$ cat config.mk
export PLATFORM = sky130hd
export DESIGN_NAME = rs_alu_station
export DESIGN_NICKNAME = d
export VERILOG_FILES = /design/src/rtl/rs_pkg.sv /design/src/rtl/rs_age_select.sv /design/src/rtl/rs_alu_station.sv
export SDC_FILE = /design/constraint.sdc
export NUM_CORES = 2
export LEC_CHECK = 0
export CAP_MARGIN = 10
export CORE_MARGIN = 2
export CORE_UTILIZATION = 36
export CTS_BUF_LIST = sky130_fd_sc_hd__clkbuf_2
export CTS_CLUSTER_SIZE = 12
export DETAILED_ROUTE_END_ITERATION = 8
export PLACE_DENSITY = 0.5
export SKIP_LAST_GASP = 1
export SLEW_MARGIN = 40
export SYNTH_ARGS = -nofsm -noshare
export SYNTH_HDL_FRONTEND = slang
export SYNTH_SLANG_ARGS = --single-unit
$ cat constraint.sdc
create_clock -name clk_in -period 5.9 [get_ports clk_in]
set_input_delay 0.885 -clock clk_in [delete_from_list [all_inputs] [get_ports clk_in]]
set_output_delay 0.885 -clock clk_in [all_outputs]
set_load 0.01 [all_outputs]
$ cat src/rtl/rs_pkg.sv
// Shared definitions for the ALU reservation station: opcode encoding,
// operand-readiness classification helpers and the "no dependency" tag.
package rs_pkg;

    localparam int OPC_W    = 6;
    localparam int TAG_NONE = 0;

    // Opcode encoding; loads/stores occupy 11..18 and never reach this station.
    localparam logic [OPC_W-1:0] OP_NOP   = 6'd0;
    localparam logic [OPC_W-1:0] OP_LUI   = 6'd1;
    localparam logic [OPC_W-1:0] OP_AUIPC = 6'd2;
    localparam logic [OPC_W-1:0] OP_JAL   = 6'd3;
    localparam logic [OPC_W-1:0] OP_JALR  = 6'd4;
    localparam logic [OPC_W-1:0] OP_BEQ   = 6'd5;
    localparam logic [OPC_W-1:0] OP_BGEU  = 6'd10;
    localparam logic [OPC_W-1:0] OP_ADDI  = 6'd19;
    localparam logic [OPC_W-1:0] OP_SRAI  = 6'd27;
    localparam logic [OPC_W-1:0] OP_ADD   = 6'd28;
    localparam logic [OPC_W-1:0] OP_AND   = 6'd37;

    // Branches and register-register ALU ops read both sources.
    function automatic logic is_rtype(input logic [OPC_W-1:0] op);
        return ((op >= OP_BEQ) && (op <= OP_BGEU)) || ((op >= OP_ADD) && (op <= OP_AND));
    endfunction

    // Immediate ALU ops and JALR read rs1 only.
    function automatic logic is_itype(input logic [OPC_W-1:0] op);
        return ((op >= OP_ADDI) && (op <= OP_SRAI)) || (op == OP_JALR);
    endfunction

    // LUI/AUIPC/JAL read no register.
    function automatic logic is_noreg(input logic [OPC_W-1:0] op);
        return (op == OP_LUI) || (op == OP_AUIPC) || (op == OP_JAL);
    endfunction

    // Operand readiness given which source tags are already resolved.
    function automatic logic op_ready(input logic [OPC_W-1:0] op,
                                      input logic qj_zero,
                                      input logic qk_zero);
        logic rdy;
        if (is_noreg(op)) begin
            rdy = 1'b1;
        end else if (is_itype(op)) begin
            rdy = qj_zero;
        end else begin
            rdy = qj_zero & qk_zero;
        end
        return rdy;
    endfunction

endpackage

$ cat src/rtl/rs_age_select.sv
// Age matrix for the reservation station: tracks relative dispatch order of
// entries and grants the oldest ready entry (one-hot).
module rs_age_select #(
    parameter int DEPTH = 8
) (
    input  logic             clk_in,
    input  logic             rst_in,
    input  logic             en_in,
    input  logic             clr_in,
    input  logic [DEPTH-1:0] alloc_in,
    input  logic [DEPTH-1:0] ready_in,
    output logic [DEPTH-1:0] grant_out
);

    // older_r[i][j] = 1 means entry i was dispatched before entry j.
    logic [DEPTH-1:0] older_r [DEPTH];
    logic [DEPTH-1:0] blocked_s;

    // Newly allocated entry becomes younger than every other entry.
    always_ff @(posedge clk_in) begin
        if (rst_in || (en_in && clr_in)) begin
            for (int i = 0; i < DEPTH; i++) begin
                older_r[i] <= {DEPTH{1'b0}};
            end
        end else if (en_in) begin
            for (int i = 0; i < DEPTH; i++) begin
                for (int j = 0; j < DEPTH; j++) begin
                    if (alloc_in[j] && (i != j)) begin
                        older_r[i][j] <= 1'b1;
                    end else if (alloc_in[i]) begin
                        older_r[i][j] <= 1'b0;
                    end else begin
                        older_r[i][j] <= older_r[i][j];
                    end
                end
            end
        end else begin
            for (int i = 0; i < DEPTH; i++) begin
                older_r[i] <= older_r[i];
            end
        end
    end

    // An entry wins when it is ready and no older entry is ready.
    always_comb begin
        for (int i = 0; i < DEPTH; i++) begin
            blocked_s[i] = 1'b0;
            for (int j = 0; j < DEPTH; j++) begin
                blocked_s[i] = blocked_s[i] | (ready_in[j] & older_r[j][i]);
            end
            grant_out[i] = ready_in[i] & ~blocked_s[i];
        end
    end

endmodule

$ cat src/rtl/rs_alu_station.sv
// ALU reservation station: buffers dispatched ALU/branch/jump ops, snoops the
// CDB for missing operands, and issues the oldest ready op to one ALU port.
// Optional build macro RS_WAKEUP_ISSUE_EN: selection sees this cycle's CDB
// wake-ups so dependents issue back-to-back; otherwise selection uses only
// registered tags.
module rs_alu_station
    import rs_pkg::*;
#(
    parameter int DEPTH   = 8,
    parameter int NUM_CDB = 2,
    parameter int TAG_W   = 4,
    parameter int DATA_W  = 32,
    parameter int ADDR_W  = 32,
    parameter int OP_W    = 6,
    localparam int CNT_W  = $clog2(DEPTH + 1)
) (
    input  logic                      clk_in,
    input  logic                      rst_in,
    input  logic                      rdy_in,
    input  logic                      flush_in,
    input  logic                      disp_valid_in,
    output logic                      disp_ready_out,
    input  logic [TAG_W-1:0]          disp_qj_in,
    input  logic [TAG_W-1:0]          disp_qk_in,
    input  logic [DATA_W-1:0]         disp_vj_in,
    input  logic [DATA_W-1:0]         disp_vk_in,
    input  logic [DATA_W-1:0]         disp_a_in,
    input  logic [TAG_W-1:0]          disp_dest_in,
    input  logic [ADDR_W-1:0]         disp_pc_in,
    input  logic [OP_W-1:0]           disp_opcode_in,
    input  logic [NUM_CDB-1:0]        cdb_valid_in,
    input  logic [NUM_CDB*TAG_W-1:0]  cdb_tag_in,
    input  logic [NUM_CDB*DATA_W-1:0] cdb_data_in,
    output logic                      issue_valid_out,
    input  logic                      issue_ready_in,
    output logic [DATA_W-1:0]         issue_a_out,
    output logic [DATA_W-1:0]         issue_vj_out,
    output logic [DATA_W-1:0]         issue_vk_out,
    output logic [TAG_W-1:0]          issue_dest_out,
    output logic [ADDR_W-1:0]         issue_pc_out,
    output logic [OP_W-1:0]           issue_opcode_out,
    output logic [CNT_W-1:0]          count_out
);

    // Entry storage
    logic [DEPTH-1:0]  valid_r;
    logic [TAG_W-1:0]  qj_r   [DEPTH];
    logic [TAG_W-1:0]  qk_r   [DEPTH];
    logic [DATA_W-1:0] vj_r   [DEPTH];
    logic [DATA_W-1:0] vk_r   [DEPTH];
    logic [DATA_W-1:0] a_r    [DEPTH];
    logic [TAG_W-1:0]  dest_r [DEPTH];
    logic [ADDR_W-1:0] pc_r   [DEPTH];
    logic [OP_W-1:0]   op_r   [DEPTH];

    // Issue register
    logic              issue_valid_r;
    logic [DATA_W-1:0] issue_a_r;
    logic [DATA_W-1:0] issue_vj_r;
    logic [DATA_W-1:0] issue_vk_r;
    logic [TAG_W-1:0]  issue_dest_r;
    logic [ADDR_W-1:0] issue_pc_r;
    logic [OP_W-1:0]   issue_op_r;

    // Post-wake-up operand view
    logic [TAG_W-1:0]  qj_w_s [DEPTH];
    logic [TAG_W-1:0]  qk_w_s [DEPTH];
    logic [DATA_W-1:0] vj_w_s [DEPTH];
    logic [DATA_W-1:0] vk_w_s [DEPTH];
    logic [DATA_W:0]   hj_s   [DEPTH];
    logic [DATA_W:0]   hk_s   [DEPTH];
    logic [DATA_W:0]   disp_hj_s;
    logic [DATA_W:0]   disp_hk_s;

    logic [DEPTH-1:0]  free_s;
    logic [DEPTH-1:0]  alloc_oh_s;
    logic [DEPTH-1:0]  age_alloc_s;
    logic [DEPTH-1:0]  ready_s;
    logic [DEPTH-1:0]  grant_s;
    logic              disp_fire_s;
    logic              issue_load_s;
    logic [CNT_W-1:0]  cnt_s;

    logic [DATA_W-1:0] sel_a_s;
    logic [DATA_W-1:0] sel_vj_s;
    logic [DATA_W-1:0] sel_vk_s;
    logic [TAG_W-1:0]  sel_dest_s;
    logic [ADDR_W-1:0] sel_pc_s;
    logic [OP_W-1:0]   sel_op_s;

    // CDB snoop: {hit, data}; iterating high-to-low lets the lowest channel win.
    function automatic logic [DATA_W:0] snoop(input logic [TAG_W-1:0]          tag,
                                              input logic [NUM_CDB-1:0]        vld,
                                              input logic [NUM_CDB*TAG_W-1:0]  tags,
                                              input logic [NUM_CDB*DATA_W-1:0] data);
        logic [DATA_W:0] res;
        res = {1'b0, {DATA_W{1'b0}}};
        for (int c = NUM_CDB - 1; c >= 0; c--) begin
            if (vld[c] && (tag != TAG_W'(TAG_NONE)) && (tag == tags[c*TAG_W +: TAG_W])) begin
                res = {1'b1, data[c*DATA_W +: DATA_W]};
            end else begin
                res = res;
            end
        end
        return res;
    endfunction

    // Wake-up: forward matching CDB results into each entry's operands.
    always_comb begin
        for (int i = 0; i < DEPTH; i++) begin
            hj_s[i] = snoop(qj_r[i], cdb_valid_in, cdb_tag_in, cdb_data_in);
            hk_s[i] = snoop(qk_r[i], cdb_valid_in, cdb_tag_in, cdb_data_in);
            if (hj_s[i][DATA_W]) begin
                qj_w_s[i] = TAG_W'(TAG_NONE);
                vj_w_s[i] = hj_s[i][DATA_W-1:0];
            end else begin
                qj_w_s[i] = qj_r[i];
                vj_w_s[i] = vj_r[i];
            end
            if (hk_s[i][DATA_W]) begin
                qk_w_s[i] = TAG_W'(TAG_NONE);
                vk_w_s[i] = hk_s[i][DATA_W-1:0];
            end else begin
                qk_w_s[i] = qk_r[i];
                vk_w_s[i] = vk_r[i];
            end
        end
        disp_hj_s = snoop(disp_qj_in, cdb_valid_in, cdb_tag_in, cdb_data_in);
        disp_hk_s = snoop(disp_qk_in, cdb_valid_in, cdb_tag_in, cdb_data_in);
    end

    // Readiness per entry; the macro chooses pre- or post-wake-up tags.
    always_comb begin
        for (int i = 0; i < DEPTH; i++) begin
`ifdef RS_WAKEUP_ISSUE_EN
            ready_s[i] = valid_r[i] & op_ready(OPC_W'(op_r[i]),
                                               qj_w_s[i] == TAG_W'(TAG_NONE),
                                               qk_w_s[i] == TAG_W'(TAG_NONE));
`else
            ready_s[i] = valid_r[i] & op_ready(OPC_W'(op_r[i]),
                                               qj_r[i] == TAG_W'(TAG_NONE),
                                               qk_r[i] == TAG_W'(TAG_NONE));
`endif
        end
    end

    // Free-slot priority pick, handshakes and occupancy, all from registered state.
    always_comb begin
        free_s       = ~valid_r;
        alloc_oh_s   = free_s & (~free_s + DEPTH'(1));
        disp_fire_s  = disp_valid_in & (|free_s) & rdy_in & ~flush_in;
        age_alloc_s  = disp_fire_s ? alloc_oh_s : {DEPTH{1'b0}};
        issue_load_s = ~issue_valid_r | issue_ready_in;
        cnt_s        = {CNT_W{1'b0}};
        for (int i = 0; i < DEPTH; i++) begin
            cnt_s = cnt_s + CNT_W'(valid_r[i]);
        end
    end

    // One-hot mux of the granted entry's fields (with forwarded operands).
    always_comb begin
        sel_a_s    = {DATA_W{1'b0}};
        sel_vj_s   = {DATA_W{1'b0}};
        sel_vk_s   = {DATA_W{1'b0}};
        sel_dest_s = {TAG_W{1'b0}};
        sel_pc_s   = {ADDR_W{1'b0}};
        sel_op_s   = {OP_W{1'b0}};
        for (int i = 0; i < DEPTH; i++) begin
            sel_a_s    = sel_a_s    | (a_r[i]    & {DATA_W{grant_s[i]}});
            sel_vj_s   = sel_vj_s   | (vj_w_s[i] & {DATA_W{grant_s[i]}});
            sel_vk_s   = sel_vk_s   | (vk_w_s[i] & {DATA_W{grant_s[i]}});
            sel_dest_s = sel_dest_s | (dest_r[i] & {TAG_W{grant_s[i]}});
            sel_pc_s   = sel_pc_s   | (pc_r[i]   & {ADDR_W{grant_s[i]}});
            sel_op_s   = sel_op_s   | (op_r[i]   & {OP_W{grant_s[i]}});
        end
    end

    rs_age_select #(
        .DEPTH(DEPTH)
    ) u_age (
        .clk_in   (clk_in),
        .rst_in   (rst_in),
        .en_in    (rdy_in),
        .clr_in   (flush_in),
        .alloc_in (age_alloc_s),
        .ready_in (ready_s),
        .grant_out(grant_s)
    );

    // Entry allocation, wake-up, release and issue-register update.
    always_ff @(posedge clk_in) begin
        if (rst_in || (rdy_in && flush_in)) begin
            valid_r       <= {DEPTH{1'b0}};
            for (int i = 0; i < DEPTH; i++) begin
                qj_r[i]   <= {TAG_W{1'b0}};
                qk_r[i]   <= {TAG_W{1'b0}};
                vj_r[i]   <= {DATA_W{1'b0}};
                vk_r[i]   <= {DATA_W{1'b0}};
                a_r[i]    <= {DATA_W{1'b0}};
                dest_r[i] <= {TAG_W{1'b0}};
                pc_r[i]   <= {ADDR_W{1'b0}};
                op_r[i]   <= OP_W'(OP_NOP);
            end
            issue_valid_r <= 1'b0;
            issue_a_r     <= {DATA_W{1'b0}};
            issue_vj_r    <= {DATA_W{1'b0}};
            issue_vk_r    <= {DATA_W{1'b0}};
            issue_dest_r  <= {TAG_W{1'b0}};
            issue_pc_r    <= {ADDR_W{1'b0}};
            issue_op_r    <= OP_W'(OP_NOP);
        end else if (rdy_in) begin
            for (int i = 0; i < DEPTH; i++) begin
                if (disp_fire_s && alloc_oh_s[i]) begin
                    valid_r[i] <= 1'b1;
                    qj_r[i]    <= disp_hj_s[DATA_W] ? TAG_W'(TAG_NONE) : disp_qj_in;
                    vj_r[i]    <= disp_hj_s[DATA_W] ? disp_hj_s[DATA_W-1:0] : disp_vj_in;
                    qk_r[i]    <= disp_hk_s[DATA_W] ? TAG_W'(TAG_NONE) : disp_qk_in;
                    vk_r[i]    <= disp_hk_s[DATA_W] ? disp_hk_s[DATA_W-1:0] : disp_vk_in;
                    a_r[i]     <= disp_a_in;
                    dest_r[i]  <= disp_dest_in;
                    pc_r[i]    <= disp_pc_in;
                    op_r[i]    <= disp_opcode_in;
                end else if (valid_r[i]) begin
                    valid_r[i] <= ~(issue_load_s & grant_s[i]);
                    qj_r[i]    <= qj_w_s[i];
                    vj_r[i]    <= vj_w_s[i];
                    qk_r[i]    <= qk_w_s[i];
                    vk_r[i]    <= vk_w_s[i];
                end else begin
                    valid_r[i] <= 1'b0;
                end
            end
            if (issue_load_s && (|grant_s)) begin
                issue_valid_r <= 1'b1;
                issue_a_r     <= sel_a_s;
                issue_vj_r    <= sel_vj_s;
                issue_vk_r    <= sel_vk_s;
                issue_dest_r  <= sel_dest_s;
                issue_pc_r    <= sel_pc_s;
                issue_op_r    <= sel_op_s;
            end else if (issue_load_s) begin
                issue_valid_r <= 1'b0;
                issue_a_r     <= {DATA_W{1'b0}};
                issue_vj_r    <= {DATA_W{1'b0}};
                issue_vk_r    <= {DATA_W{1'b0}};
                issue_dest_r  <= {TAG_W{1'b0}};
                issue_pc_r    <= {ADDR_W{1'b0}};
                issue_op_r    <= OP_W'(OP_NOP);
            end else begin
                issue_valid_r <= issue_valid_r;
            end
        end else begin
            valid_r <= valid_r;
        end
    end

    assign disp_ready_out   = |free_s;
    assign count_out        = cnt_s;
    assign issue_valid_out  = issue_valid_r;
    assign issue_a_out      = issue_a_r;
    assign issue_vj_out     = issue_vj_r;
    assign issue_vk_out     = issue_vk_r;
    assign issue_dest_out   = issue_dest_r;
    assign issue_pc_out     = issue_pc_r;
    assign issue_opcode_out = issue_op_r;

endmodule
Word level (Yosys, flattened, before mapping)
Memory sizes are Yosys's and may differ from the RTL's.
Cells that the tools add are included.
{ "classes": {"n_shift": 0, "eq_ne": 68, "bitwise": 611, "muxes": 1049, "div": 0, "mul": 0, "addsub": 8, "magnitude_cmp": 16, "reduce_logical": 153} }
{ "ops": {"columns": ["cell", "count"], "rows": [
  ["32-bit two-way mux", 71],
  ["33-bit two-way mux", 36],
  ["32-bit bitwise AND", 32],
  ["32-bit OR", 28],
  ["1-bit two-way mux", 871],
  ["1-bit OR", 401],
  ["4-bit two-way mux", 60],
  ["4-bit == test", 36],
  ["1-bit bitwise AND", 99],
  ["6-bit by 2-bit == test with 1-bit output, second input constant", 16],
  ["1-bit logical AND", 90],
  ["4-bit nonzero test", 18],
  ["4-bit logical NOT", 16],
  ["6-bit two-way mux", 10],
  ["6-bit bitwise AND", 8],
  ["6-bit by 1-bit == test with 1-bit output, second input constant", 8],
  ["6-bit by 3-bit == test with 1-bit output, second input constant", 8],
  ["6-bit by 5-bit greater-or-equal comparator with 1-bit output, second input constant", 8],
  ["6-bit by 5-bit <= comparator with 1-bit output, second input constant", 8],
  ["6-bit OR", 7],
  ["4-bit bitwise AND", 8],
  ["4-bit OR", 7],
  ["1-bit logical OR", 25],
  ["1-bit NOT", 18],
  ["other kinds (11)", 16]
]} }
{ "word_totals": {"mem_bits_ro": 0, "mem_count": 9, "wordCells": 1922, "mem_bits_rw": 1232, "output_inout_bits": 144, "latchBits": 0, "ff_bits": 147, "inputBits": 226} }
{ "mem_list": {"columns": ["name", "words", "width", "read_ports", "rd_clocked_by_memory_dff", "write_ports", "line", "text"], "rows": [
  ["a_r", 8, 32, 8, 0, 8, "rs_alu_station.sv:51", "logic [DATA_W-1:0] a_r [DEPTH];"],
  ["pc_r", 8, 32, 8, 0, 8, "rs_alu_station.sv:53", "logic [ADDR_W-1:0] pc_r [DEPTH];"],
  ["vj_r", 8, 32, 8, 0, 8, "rs_alu_station.sv:49", "logic [DATA_W-1:0] vj_r [DEPTH];"],
  ["vk_r", 8, 32, 8, 0, 8, "rs_alu_station.sv:50", "logic [DATA_W-1:0] vk_r [DEPTH];"],
  ["u_age.older_r", 8, 8, 8, 0, 8, "rs_age_select.sv:16", "logic [DEPTH-1:0] older_r [DEPTH];"],
  ["op_r", 8, 6, 8, 0, 8, "rs_alu_station.sv:54", "logic [OP_W-1:0] op_r [DEPTH];"],
  ["+3 memories", null, null, null, null, null, null, null]
]} }

Logic depth before layout (Yosys ltp)
An unclocked memory read counts as a cell.
{ "depth": {"ltp_word": 26, "depth_mapped": 13} }

By module
A second synthesis with hierarchy kept.
{ "unflattened": {"cells_unflattened": 7816, "hier_area_um2": 74234.9} }
{ "by_module_without_submodules": {"columns": ["mod", "cells_each", "instances", "area_per_inst_um2"], "rows": [
  ["rs_alu_station", 7504, 1, 70894.2],
  ["rs_age_select", 312, 1, 3340.7]
]} }

Least setup slack after synthesis
OpenSTA, ideal clock, no wires.
{ "synth_path": {"kind": "input -> register", "startpoint": "input port flush_in", "endpoint": "memory vj_r[4][0] (netlist: vj_r[1][0]), enable pin", "required_time_ns": 5.482, "cell_stages": 8, "setup_slack_ns": 0.564, "t_arrival_ns": 4.917, "path_cell_list": "nand3b_1 > nor2b_1 > and2_1 > clkbuf_1 > nor2_1 > inv_1 > nor2_1 > inv_1"} }
{ "synth_rtl": {"columns": ["element", "line", "text"], "rows": [
  ["start: declaration", "rs_alu_station.sv:20", "input logic flush_in,"],
  ["end: declaration", "rs_alu_station.sv:49", null]
]} }

Worst setup path in the final report
{ "layout_path": {"startpoint": "register valid_r[3]", "endpoint": "output port count_out[1]"} }
{ "layout_via": {"elab_chain_cells": 5} }
{ "layout_rtl": {"columns": ["element", "line", "text"], "rows": [
  ["start: declaration", "rs_alu_station.sv:46", "logic [DEPTH-1:0] valid_r;"],
  ["start signal: assignment", "rs_alu_station.sv:193", "valid_r <= {DEPTH{1'b0}};"],
  ["start signal: indexed assignment", "rs_alu_station.sv:224", "valid_r[i] <= ~(issue_load_s & grant_s[i]);"],
  ["start signal: assignment", "rs_alu_station.sv:253", "valid_r <= valid_r;"],
  ["3-bit by 1-bit adder with 4-bit output", "rs_alu_station.sv:156", "cnt_s = cnt_s + CNT_W'(valid_r[i]);"],
  ["4-bit by 1-bit adder with 4-bit output (4 in series)", "rs_alu_station.sv:156", null],
  ["end: declaration", "rs_alu_station.sv:42", "output logic [CNT_W-1:0] count_out"]
]} }
Every way passes these cells.

==> results.yml <==
cells_and_area:
  num-nets-final: 7782
  syn_to_layout_area_delta_pct: 17.5
  final-instance-count-excl-fill: 10500
  final_cell_area_mm2: 0.0854
  n_fill_cell: 19500
  drive_gt1_share_pct: 13.4
timing:
  transition_time_of_the_tightest_slew_check_pin_ns: 1.32
  period_needed_ns: 5.75
  timing.max_slew.rel_slack_pct: 12.0
  slew_violations: 0
  fin_worst_hold_slack_ns: 0.158
  timing.clock.skew_ns: 0.225
  fmaxAchievable_mhz: 174
  finalHoldViolCount: 0
  setup-violations-final: 0
  finalCritPeriodShare_pct: 97.4
placement:
  dp.cells: 9611
  routabilityCongestion: 0.908
  place.port_buffers: 369
  dp_hpwl_um: 179000
  dpl-instance-area_mm2: 0.0799
die:
  starting_density_of_the_core_pct: 36.3
  floorplan.core_area_mm2: 0.200
  rows: 164
  die_footprint_mm2: 0.206
  die_h_um: 453
  floorplan.io_pins: 370
  die_x_um: 453
logic_synthesis:
  synth_sequential_area_ratio_pct: 54.9
  postSynthAreaPerCell_um2: 10.3
  ys_ff_latch: 1379
  ys_async_sr_fraction_pct: 0
  synth_area_mm2: 0.0727
  synth_enable_flop_cells: 1232
  postSynthCellCount: 7068
  yosys_warnings: 0
  ys_types: 81
  yosys_most_used_dff: "sky130_fd_sc_hd__edfxtp_1"
  synthesis.nets: 7303
clock_tree:
  clock_insertion_delay_worst_skew_ns: 1.95
  numCtsBuffers: 401
  clock-sinks: 1379
  h-tree-depth: 5
  tritoncts: "yes"
  ctsRootBufferMaster: "sky130_fd_sc_hd__clkbuf_2"
  reg_clk_slew_reported_paths_ns: 0.10
  clockBufferDepth: 4
pwr:
  leakage_nw: 29.7
  ir_worst_vdd_v: 0.000174
  power_density_over_the_cells_mw_per_mm2: 247
worst_setup_path:
  critPathArrivalTime_ns: 4.86
  timing_worst_setup_path_type: "register to output pin"
  crit_slowest_cell: "sky130_fd_sc_hd__fa_2"
  required_time_worst_endpoint_ns: 5.02
  cp_slowest_stage_delay_ns: 0.66
  critical_path_peak_fanout: 7
  path_cells: "fa_1, inv_1, fa_1, fa_2, inv_2, ha_4, fa_2, buf_6"
  start_kind: "register"
  timing.critical_path.to_type: "output pin"
route:
  drt.antenna.violating_nets: 0
  finalWirelength_um: 315000
  drt-wirelength-per-cell_um: 30.0
  number_of_optimization_iterations_in_the_first_detailed_route_pass: 6
  drc: 0
  first_drt_iteration_drcs: 7592
  via_per_inst: 5.98
  via_count: 63000
status:
  status: "finished clean"
global_routing:
  grt_start_max_net_pins: 106
  grt.total_usage_pct: 29.8
  grt_pass1_wl_um: 445000
  grt_pass1_vias: 61200
  initial_antenna_violation_count: 8
  grt-ovfl-total: 0
worst_hold_path:
  worstHoldPathType: "input pin to register"
job:
  drv_cap: 0
[kinds of logic after synthesis]
| logic type | share of synthesized area [%] |
|---|---|
| simple gates | 13.0 |
| compound gates | 17.6 |
| flops | 54.9 |
| buf+inv | 4.80 |
| mux | 7.93 |
| xor+xnor | 1.52 |
| fa+ha+maj | 0.196 |
[cell usage after synthesis, drive strengths merged (131+ instances only)]
cell,number,area share (%)
edfxtp,1232,51
nand2,916,4.7
nor2,889,4.6
mux2i,576,7.9
clkbuf,567,2.9
o21ai,532,3.7
a21oi,279,1.9
a22o,270,3.3
inv,189,0.98
a22oi,175,1.8
dfxtp,147,4.0
buf,140,0.90
a221oi,131,1.6
[power breakdown]
part           switching (mW)  internal, mW  total, mW
clock                    4.47          2.89       7.37
sequential              0.213          11.2       11.4
combinational            1.62         0.733       2.35
total                    6.31          14.8       21.1
[worst paths after layout]
check,startpoint,to,slack (ns),cells past startpoint
max reg2reg,qj_r[0][8]$_SDFFCE_PP0P_,issue_vk_out[25]$_SDFFE_PN0P_,1.05,12
max,valid_r[3]$_SDFFE_PN0P_,count_out[1],0.15,8
min reg2reg,issue_vk_out[12]$_SDFFE_PN0P_,issue_vk_out[12]$_SDFFE_PN0P_,0.48,2
min,disp_vj_in[2],vj_r[1][66]$_SDFFCE_PN0P_,0.16,5
[per-layer routing]
| metal | global-route usage (%) | part of all wire, % | up-vias |
|---|---|---|---|
| met5 | 0 | 0.0041 | - |
| met4 | 13.7 | 4.6 | 2 |
| met1 | 38.8 | 40 | 31100 |
| met2 | 47.9 | 46 | 3729 |
| li1 | - | - | 27400 |
| met3 | 5.66 | 9.2 | 762 |
[per-stage QoR]
step                      utilization, %  setup TNS, ns  setup slack [ns]  total power, mW
final                               42.7              0             0.154             21.1
after global routing                42.7        -0.0765           -0.0429             21.9
after CTS                           42.6         -0.125           -0.0630             21.2
after detailed placement            39.9              0              1.17             13.8
after global placement              39.8              0              1.04             13.8
after floorplan                        -              0             0.564             12.8
[area by class of cell]
cell class	count	area, µm²	area share (%)
Timing Repair Buffer	783	7900	9.25
Tap cell	2656	3320	3.89
Inverter	190	732	0.857
Antenna cell	11	27.5	0.0322
Clock inverter	100	483	0.565
Multi-Input combinational cell	4792	29900	35.0
Sequential cell	1379	40000	46.8
Clock buffer	617	3090	3.61
[repair_timing]
item / 4_1_cts / 5_1_grt
endpoints found under the setup margin: 4 / 2
hold endpoints to repair: 1051 / 98
hold buffers: 180 / 6
pin swaps: 3 / 1
gates resized for setup: 21 / 1
buffers inserted: 1 / 0
[sequential cells by signal (all words and copies together), names as in the netlist]
name,flops
a_r,256
valid_r,8
dest_r,32
issue_valid_out,1
issue_a_out,32
issue_opcode_out,6
issue_dest_out,4
u_age.older_r,64
issue_vk_out,32
vj_r,256
issue_vj_out,32
op_r,48
qj_r,32
issue_pc_out,32
vk_r,256
qk_r,32
pc_r,256
[worst max-delay path, delay by kind of cell, from the launching register on]
family / cells / cell delay [ns]
buffers and inverters: 3 / 0.22
DFF: 1 / 0.40
adders and majority gates: 5 / 2.33
[cells in the final DEF (no fill, tap or decap), types with 50 or more instances in the layout]
master,count
sky130_fd_sc_hd__a21oi_1,276
sky130_fd_sc_hd__a221oi_1,131
sky130_fd_sc_hd__a222oi_1,53
sky130_fd_sc_hd__a22o_1,270
sky130_fd_sc_hd__a22oi_1,175
sky130_fd_sc_hd__and4_1,74
sky130_fd_sc_hd__buf_12,55
sky130_fd_sc_hd__buf_4,158
sky130_fd_sc_hd__clkbuf_2,617
sky130_fd_sc_hd__clkdlybuf4s50_1,332
sky130_fd_sc_hd__clkinv_1,75
sky130_fd_sc_hd__dfxtp_1,142
sky130_fd_sc_hd__dlygate4sd3_1,186
sky130_fd_sc_hd__edfxtp_1,1232
sky130_fd_sc_hd__inv_1,177
sky130_fd_sc_hd__mux2i_1,576
sky130_fd_sc_hd__nand2_1,901
sky130_fd_sc_hd__nor2_1,863
sky130_fd_sc_hd__nor3_1,118
sky130_fd_sc_hd__o211ai_1,50
sky130_fd_sc_hd__o21ai_0,497
sky130_fd_sc_hd__o22ai_1,67
sky130_fd_sc_hd__o31ai_1,74
sky130_fd_sc_hd__xnor2_1,66
sky130_fd_sc_hd__xor2_1,60
No activity file was read; power rests on OpenSTA's default activity.
